$ cat src/rtl/instr_fetch_ctrl.sv
// ---------------------------------------------------------------------------
// instr_fetch_ctrl
//
// Sequencer between the module-image loader, a byte-addressed ring memory
// (the instruction window) and the WASM decoder. Loader chunks are streamed
// into the memory write window while a shadow occupancy counter tracks the
// unread bytes. The read window is offered to the decoder only when enough
// bytes are resident (a full RD_WIN, or whatever remains once the image has
// been completely loaded). Overwrite of unread bytes is prevented through
// ld_rdy, over-consumption is refused and flagged, and done is raised once
// the whole image has been consumed.
//
// Handshake semantics (all three interfaces): a transfer happens in a cycle
// where the producer's valid and the consumer's ready/accept condition are
// both high at the rising clock edge. valid may be raised or dropped freely
// and is not required to wait for ready; ready never depends combinationally
// on the same interface's valid or payload.
//
// Ports
//   clk, rst            clock, synchronous active-high reset
//   start               pulse, begin a new image (honoured in IDLE/DONE only)
//   ld_vld/ld_rdy       loader chunk handshake
//   ld_data, ld_cnt_m1  chunk bytes (byte 0 in [7:0]) and byte count - 1
//   ld_last             chunk is the final one of the image
//   mem_we, mem_wr_*    write strobe, advance - 1 and bytes to the memory
//   mem_re, mem_rd_data memory read enable and read window
//   mem_shift_vld,      read-pointer advance strobe and advance - 1
//   mem_rd_shift_m1
//   win_vld, win_data   window valid / bytes to the decoder
//   win_avail           resident unread bytes
//   dec_shift_vld,      decoder consume strobe and byte count - 1
//   dec_shift_m1
//   busy, done          state is LOAD/RUN, image fully consumed
//   err_ovr             sticky: decoder asked for more than was resident
//   stall_cnt           decoder-stall cycle counter
//   state_dbg           current FSM state (IDLE=0, LOAD=1, RUN=2, DONE=3)
//
// Build option
//   INSTR_FETCH_STALL_CNT_EN : when defined, stall_cnt counts (saturating)
//   cycles spent in RUN with no window offered while the loader is still
//   expected to deliver. When undefined, stall_cnt is tied to zero.
// ---------------------------------------------------------------------------
module instr_fetch_ctrl #(
    parameter int ADDR_WIDTH = 8,
    parameter int RD_WIN     = 8,
    parameter int WR_WIN     = 4
) (
    input  logic                          clk,
    input  logic                          rst,
    input  logic                          start,
    input  logic                          ld_vld,
    output logic                          ld_rdy,
    input  logic [WR_WIN*8-1:0]           ld_data,
    input  logic [$clog2(WR_WIN)-1:0]     ld_cnt_m1,
    input  logic                          ld_last,
    output logic                          mem_we,
    output logic [$clog2(WR_WIN)-1:0]     mem_wr_shift_m1,
    output logic [WR_WIN*8-1:0]           mem_wr_data,
    output logic                          mem_re,
    input  logic [RD_WIN*8-1:0]           mem_rd_data,
    output logic                          mem_shift_vld,
    output logic [$clog2(RD_WIN):0]       mem_rd_shift_m1,
    output logic                          win_vld,
    output logic [RD_WIN*8-1:0]           win_data,
    output logic [ADDR_WIDTH:0]           win_avail,
    input  logic                          dec_shift_vld,
    input  logic [$clog2(RD_WIN):0]       dec_shift_m1,
    output logic                          busy,
    output logic                          done,
    output logic                          err_ovr,
    output logic [15:0]                   stall_cnt,
    output logic [1:0]                    state_dbg
);

    localparam int OW = ADDR_WIDTH + 1;
    localparam logic [OW-1:0] DEPTH = OW'(1) << ADDR_WIDTH;

    typedef enum logic [1:0] {
        IDLE = 2'd0,
        LOAD = 2'd1,
        RUN  = 2'd2,
        DONE = 2'd3
    } state_t;

    state_t          state_q, state_d;
    logic [OW-1:0]   occ_q, occ_d;
    logic            ld_done_q, ld_done_d;
    logic            err_ovr_q;

    logic [OW-1:0]   free;
    logic [OW-1:0]   w_n, r_n;
    logic            wr_acc, rd_acc, rd_ovr;
    logic            restart;

    // start is only honoured from a quiescent state.
    assign restart = start & ((state_q == IDLE) | (state_q == DONE));

    // Occupancy arithmetic. The consume check uses the pre-update occupancy,
    // so bytes written in the same cycle cannot be consumed yet.
    always_comb begin
        free      = DEPTH - occ_q;
        w_n       = OW'(ld_cnt_m1) + OW'(1);
        r_n       = OW'(dec_shift_m1) + OW'(1);
        occ_d     = occ_q + (wr_acc ? w_n : '0) - (rd_acc ? r_n : '0);
        ld_done_d = ld_done_q | (wr_acc & ld_last);
    end

    // State register
    always_ff @(posedge clk) begin
        if (rst) begin
            state_q <= IDLE;
        end else begin
            state_q <= state_d;
        end
    end

    // Next-state logic
    always_comb begin
        state_d = state_q;
        case (state_q)
            IDLE: if (start) state_d = LOAD;
            LOAD: if ((occ_d >= OW'(RD_WIN)) || (wr_acc && ld_last)) state_d = RUN;
            RUN:  if (ld_done_q && (occ_d == '0)) state_d = DONE;
            DONE: if (start) state_d = LOAD;
            default: state_d = IDLE;
        endcase
    end

    // Output logic: strobes and buses are driven only while they carry a
    // transfer, so everything reads zero in IDLE/DONE and out of reset.
    always_comb begin
        busy            = (state_q == LOAD) | (state_q == RUN);
        done            = (state_q == DONE);
        ld_rdy          = busy & ~ld_done_q & (free >= OW'(WR_WIN));
        wr_acc          = ld_vld & ld_rdy;
        // Once the image is fully loaded a short tail window is acceptable.
        win_vld         = (state_q == RUN) &
                          ((occ_q >= OW'(RD_WIN)) | (ld_done_q & (occ_q != '0)));
        rd_acc          = dec_shift_vld & win_vld & (r_n <= occ_q);
        rd_ovr          = dec_shift_vld & win_vld & (r_n > occ_q);
        mem_we          = wr_acc;
        mem_wr_shift_m1 = wr_acc ? ld_cnt_m1 : '0;
        mem_wr_data     = wr_acc ? ld_data : '0;
        mem_re          = win_vld;
        win_data        = win_vld ? mem_rd_data : '0;
        win_avail       = occ_q;
        mem_shift_vld   = rd_acc;
        mem_rd_shift_m1 = rd_acc ? dec_shift_m1 : '0;
        err_ovr         = err_ovr_q;
        state_dbg       = state_q;
    end

    // Occupancy and flags
    always_ff @(posedge clk) begin
        if (rst) begin
            occ_q     <= '0;
            ld_done_q <= 1'b0;
            err_ovr_q <= 1'b0;
        end else if (restart) begin
            occ_q     <= '0;
            ld_done_q <= 1'b0;
            err_ovr_q <= 1'b0;
        end else begin
            occ_q     <= occ_d;
            ld_done_q <= ld_done_d;
            if (rd_ovr) err_ovr_q <= 1'b1;
        end
    end

`ifdef INSTR_FETCH_STALL_CNT_EN
    logic [15:0] stall_q;

    // A stall is a RUN cycle where the decoder has no window and the loader
    // still owes data (after ld_done a short window is always offered).
    always_ff @(posedge clk) begin
        if (rst || restart) begin
            stall_q <= '0;
        end else if ((state_q == RUN) && !win_vld && !ld_done_q &&
                     (stall_q != 16'hFFFF)) begin
            stall_q <= stall_q + 16'd1;
        end
    end

    assign stall_cnt = stall_q;
`else
    assign stall_cnt = '0;
`endif

endmodule

$ cat config.mk
export PLATFORM = sky130hd
export DESIGN_NAME = instr_fetch_ctrl
export DESIGN_NICKNAME = d
export VERILOG_FILES = /design/src/rtl/instr_fetch_ctrl.sv
export SDC_FILE = /design/constraint.sdc
export NUM_CORES = 1
export LEC_CHECK = 0
export ABC_AREA = 1
export CAP_MARGIN = 20
export CELL_PAD_IN_SITES_DETAIL_PLACEMENT = 2
export CELL_PAD_IN_SITES_GLOBAL_PLACEMENT = 2
export CORE_ASPECT_RATIO = 0.5
export CORE_MARGIN = 5
export CORE_UTILIZATION = 24
export DETAILED_ROUTE_END_ITERATION = 10
export DONT_BUFFER_PORTS = 1
export GPL_ROUTABILITY_DRIVEN = 1
export GPL_TIMING_DRIVEN = 0
export PLACE_DENSITY = 0.85
export SYNTH_ARGS = -nofsm -noshare
export SYNTH_HDL_FRONTEND = slang
export SYNTH_SLANG_ARGS = --single-unit
$ cat constraint.sdc
create_clock -name clk -period 3.9 [get_ports clk]
set_input_delay 0.585 -clock clk [delete_from_list [all_inputs] [get_ports clk]]
set_output_delay 0.585 -clock clk [all_outputs]
set_load 0.02 [all_outputs]
**Yosys cells after proc, flatten, opt, wreduce, memory -nomap -nowiden**

Index checks and enable logic that the tools add are counted.

- Register bits after elaboration: 13
- Output and inout bits: 137

- Add/subtract/negate cells: 5
- Order comparisons: 5
- Equal/unequal tests: 6
- Muxes and demuxes: 10
- Bitwise operators: 15
- Reduce and logical (&&, ||, !) cells: 9

Operators by type and width:

| cell | number |
|---|---|
| 64-bit 2-to-1 mux | 1 |
| 32-bit 2-to-1 mux | 1 |
| 9-bit by 4-bit >= comparator with 1-bit output, second input constant | 2 |
| 1-bit AND | 10 |
| 9-bit by 3-bit adder with 9-bit output | 1 |
| 9-bit by 3-bit >= comparator with 1-bit output, second input constant | 1 |
| 5-bit by 9-bit > comparator with 1-bit output | 1 |
| 5-bit by 9-bit <= comparator with 1-bit output | 1 |
| 9-bit zero test | 1 |
| 9-bit nonzero test | 1 |
| 9-bit by 5-bit subtractor with 9-bit output | 1 |
| 9-bit subtractor, first input constant | 1 |
| 2-bit 2-to-1 mux | 4 |
| 2-bit one-hot mux with 3 select lines | 1 |
| 4-bit by 1-bit adder with 5-bit output, second input constant | 1 |
| 5-bit 2-to-1 mux | 1 |
| 2-bit == test, second input constant | 2 |
| 4-bit 2-to-1 mux | 1 |
| 2-bit != test, second input constant | 2 |
| 1-bit OR | 4 |
| 2-bit OR reduction | 2 |
| 2-bit by 1-bit adder with 3-bit output, second input constant | 1 |
| 3-bit 2-to-1 mux | 1 |
| 3-bit AND reduction | 1 |
| 6 further kinds | 7 |

**Depth between registers and ports, before layout**

- Depth after elaboration: 12
- Mapped depth: 31
- Depth with buffers taken out: 31

**Worst setup path after synthesis**

Ideal clock, no wire load.

- Path type: input to register
- From: input dec_shift_m1[0]
- To: register state_q[1], in the netlist state_dbg[1]
- Arrival time: 4107 ps
- Setup slack: -271 ps
- Stages on the path: 26
- Buffers on the path: 0
- Cells stage by stage: ha_1 nor2_1 nor2_1 ha_1 nand2_1 nor2_1 a211oi_1 o21ai_0 a21oi_2 inv_1 nor2_1 fa_1 fa_1 inv_1 nand2_2 nand2_2 nand2_2 nand2_1 nand2_1 nand2_2 nand2_2 o21ai_4 nand3_2 nand2_1 inv_1 nor2_1

- Longest elaborated chain between the ends: 9

RTL lines:

| item | RTL line | text |
|---|---|---|
| from (decl) | 67 | `input logic [$clog2(RD_WIN):0] dec_shift_m1,` |
| 4-bit by 1-bit adder with 5-bit output (*) | 103 | `r_n = OW'(dec_shift_m1) + OW'(1);` |
| 5-bit by 9-bit <= comparator with 1-bit output (*) | 139 | `rd_acc = dec_shift_vld & win_vld & (r_n <= occ_q);` |
| 1-bit AND (*) | 139 |  |
| net mem_shift_vld | 61 | `output logic mem_shift_vld,` |
| 5-bit 2-to-1 mux (*) | 104 | `occ_d = occ_q + (wr_acc ? w_n : '0) - (rd_acc ? r_n : '0);` |
| 9-bit by 5-bit subtractor with 9-bit output (*) | 104 |  |
| 9-bit by 4-bit >= comparator with 1-bit output / 9-bit zero test (equally long branches) | 122, 123 |  |
| 1-bit logical OR / 1-bit logical AND (equally long branches) | 122, 123 |  |
| 2-bit != test (no line) | n/a |  |
| 3-bit AND reduction (no line) (*) | n/a |  |
| to (signal assigned) | 113 | `state_q <= state_d;` |
| to (decl) | 85 | `state_t state_q, state_d;` |

Mark *: on every way through the listed nets, which the timed path passes. The rest lies on a longest branch.
A chain may end at the register's enable or synchronous reset.

**Worst setup path in the final report**

- From: register occ_q[6], in the netlist win_avail[6]
- To: register state_q[0], in the netlist state_dbg[0]

RTL lines:

| item | RTL line | text |
|---|---|---|
| from (decl) | 86 | `logic [OW-1:0] occ_q, occ_d;` |
| from (signal assigned) | 156 | `occ_q <= '0;` |
| from (signal assigned) | 160 | `occ_q <= '0;` |
| from (signal assigned) | 164 | `occ_q <= occ_d;` |
| 9-bit subtractor (*) | 101 | `free = DEPTH - occ_q;` |
| 9-bit by 3-bit >= comparator with 1-bit output (*) | 134 | `ld_rdy = busy & ~ld_done_q & (free >= OW'(WR_WIN));` |
| 1-bit AND (*) | 134 |  |
| net ld_rdy | 52 | `output logic ld_rdy,` |
| 1-bit AND (*) | 135 | `wr_acc = ld_vld & ld_rdy;` |
| net mem_we | 56 | `output logic mem_we,` |
| 3-bit 2-to-1 mux | 104 |  |
| 9-bit by 3-bit adder with 9-bit output | 104 |  |
| 9-bit by 5-bit subtractor with 9-bit output | 104 |  |
| 9-bit by 4-bit >= comparator with 1-bit output / 9-bit zero test (equally long branches) | 122, 123 |  |
| 1-bit logical OR / 1-bit logical AND (equally long branches) | 122, 123 |  |
| 2-bit != test (no line) | n/a |  |
| 3-bit AND reduction (no line) (*) | n/a |  |

Marks and branches as above.

==> flow_metrics.tcl <==
set metrics [dict create \
    cap_violations 0 \
    grt_max_degree 11 \
    cp_slowest_cell "fa_2" \
    worstHoldPathType "in2reg" \
    clock_path_buffers 2 \
    hold_depth 2 \
    grtUsageMet3_pct 1.666 \
    seqCellArea_um2 277.8 \
    async_flop_share_pct 0 \
    viasPerCell 4.680 \
    avgSynthCellArea_um2 5.238 \
    skew_ps 9.330 \
    max_freq_ghz 0.2399 \
    crit_required_ps 4050 \
    via_count 3061 \
    violations "setup timing" \
    grt_pass1_vias 3134 \
    syn_inst 483 \
    ir_worst_vdd_v 0.0002509 \
    cts_made_buffers 3 \
    grtUsageMet2_pct 33.94 \
    timing.final.crit_share_pct 106.9 \
    drc_errors 0 \
    hpwlAfterDp_um 10500 \
    worst_ep_arrival_time_ps 4320 \
    finalHoldViolations 0 \
    ant_nets 0 \
    mostFrequentLayoutCells "inv_1, nor2_1, nand2_1, buf_4, nand2_2" \
    io_pins 245 \
    ys_seq_area_share_pct 10.29 \
    post-route-min-period_ps 4169 \
    met1_usage_pct 19.72 \
    worstMarginPinSlew_ps 560.2 \
    clock_latency_ps 260 \
    num-nets-final 652 \
    cts_tree "built" \
    clkTransAtPathRegs_ps 60 \
    syn_to_final_growth_pct 27.50 \
    port_buffers 0 \
    cts_root_buffer "clkbuf_16" \
    drt_wl_total_um 14290 \
    synth_warnings 0 \
    grt_pass1_wl_um 17170 \
    rsz0062_at_grt "yes" \
    fillerInstances 1306 \
    powerDensity_mw_per_mm2 1059 \
    top_usage_layer "met2" \
    firstDrtPassIters 4 \
    worst_slack_ps -268.8 \
    syn-cell-area_mm2 0.002530 \
    drt_iter0_drc 128 \
    synth_ff_type "dfxtp_1" \
    slowest_delay_ps 610 \
    place.gp.congestion 0.8271 \
    antenna_found_initial 0 \
    final_common_cell "inv_1" \
    die_y_um 82.60 \
    htreeDepth 1 \
    slew_violations 0 \
    path_class "reg2reg" \
    grt_usage_pct 16.92 \
    antenna_cells 0 \
    path_max_fanout 8 \
    dieArea_mm2 0.01282 \
    finalSetupViolations 2 \
    power_uw 3417 \
    start_util_pct 24.69 \
    timing.critical_path.mode_cell "nand2_1" \
    start_kind "register" \
    r2r_cells 29 \
    status "finished, violations left" \
    drive_gt1_share_pct 24.51 \
    clock-sinks 13 \
    core_mm2 0.01025 \
    multiInputGateArea_mm2 0.001826 \
    die-width_um 155.2 \
    finalSetupTns_ps -519.1 \
    overflow 0 \
    fp-row-count 26 \
    crit_path_end_kind "register" \
    wl_per_cell_um 21.85 \
    relSlewSlack_pct 62.52 \
    synth_edf_count 0 \
    synth-seq-cells 13 \
    synth.distinct_cells 28 \
    p_leak_uw 0.001950 \
]
==> flip-flops by register name, summed over array words and instances, names as in the netlist <==
name	cells
win_avail	9
state_dbg	2
err_ovr	1
ld_done_q	1
==> critical path, delay by kind of cell (launching register included) <==
| family | cells | cell delay, ps |
|---|---|---|
| and+or+nand+nor | 19 | 1810 |
| DFF | 1 | 400 |
| buffers and inverters | 5 | 440 |
| adders and majority gates | 4 | 1370 |
| AOI/OAI and AO/OA | 1 | 40 |
==> metal layers <==
metal / part of all wire [%] / up-vias
met5: 0 / -
li1: - / 1392
met2: 53 / 120
met3: 4.4 / 23
met4: 2.0 / 0
met1: 41 / 1526
==> path summary, 6_finish.rpt <==
path                                              start  slack (ps)                   endpoint
worst max register to register  win_avail[6]$_SDFF_PP0_        -270  state_dbg[0]$_SDFFE_PP0P_
worst max-delay path            win_avail[6]$_SDFF_PP0_        -270  state_dbg[0]$_SDFFE_PP0P_
worst min register to register     err_ovr$_SDFFE_PP0P_         570       err_ovr$_SDFFE_PP0P_
worst min-delay path                      dec_shift_vld         530       err_ovr$_SDFFE_PP0P_
==> final cells by class <==
class	count	share of cell area (%)
multi-input combinational	302	56.59
inverter	155	18.74
sequential	13	8.611
tap	140	5.431
buffer	28	5.392
timing repair buffer	12	2.793
clock buffer	4	2.444
==> report_power, final <==
group	total [µW]	switching (µW)	internal (µW)
sequential	315	124	190
clock	212	72.6	139
combinational	2890	2080	807
==> metrics by stage <==
stage	cells	hold WS (ps)	util, %	worst slack (ps)	cell area [µm²]
6_report	654	534.7	31.48	-268.8	3226
5_1_grt	654	516.8	31.48	-532.7	3226
4_1_cts	649	524.1	29.23	-293.3	2995
3_5_place_dp	638	564.2	27.14	-912.0	2781
3_3_place_gp	638	550.6	27.14	-751.2	2781
2_1_floorplan	498	463.8	-	-85.37	2606
==> cells by family after synthesis <==
group / share of synthesized area, %
AO/OA/AOI/OAI: 4.055
XOR/XNOR: 0.3463
adder cells (fa/ha/maj): 15.23
buffers and inverters: 29.87
flip-flops: 10.29
other: 0.1482
AND/OR/NAND/NOR: 40.06
==> repair_timing <==
action | CTS | global route
pin swaps | 15 | 29
endpoints found under the setup margin | 10 | 5
hold buffers | 0 | 0
hold endpoints to repair | 0 | 0
cloned | 0 | 0
setup buffers | 7 | 5
gates resized for setup | 32 | 50
==> cells in the mapped netlist, types with 2 or more instances <==
cell / instances / area, µm²
nor3_2: 2 / 20.02
nand3_1: 17 / 85.08
inv_2: 7 / 26.28
a21oi_1: 7 / 35.03
nor3_1: 3 / 15.01
buf_1: 6 / 22.52
inv_1: 148 / 555.5
a21oi_2: 2 / 17.52
ha_1: 26 / 325.3
nand2_2: 12 / 75.07
buf_2: 4 / 20.02
nand3_2: 2 / 20.02
nand4_1: 7 / 43.79
nor2_2: 2 / 12.51
buf_4: 17 / 127.6
nor2_1: 129 / 484.2
dfxtp_1: 13 / 260.3
nand2_1: 67 / 251.5
fa_1: 3 / 60.06
No activity file was read; power rests on OpenSTA's default activity.
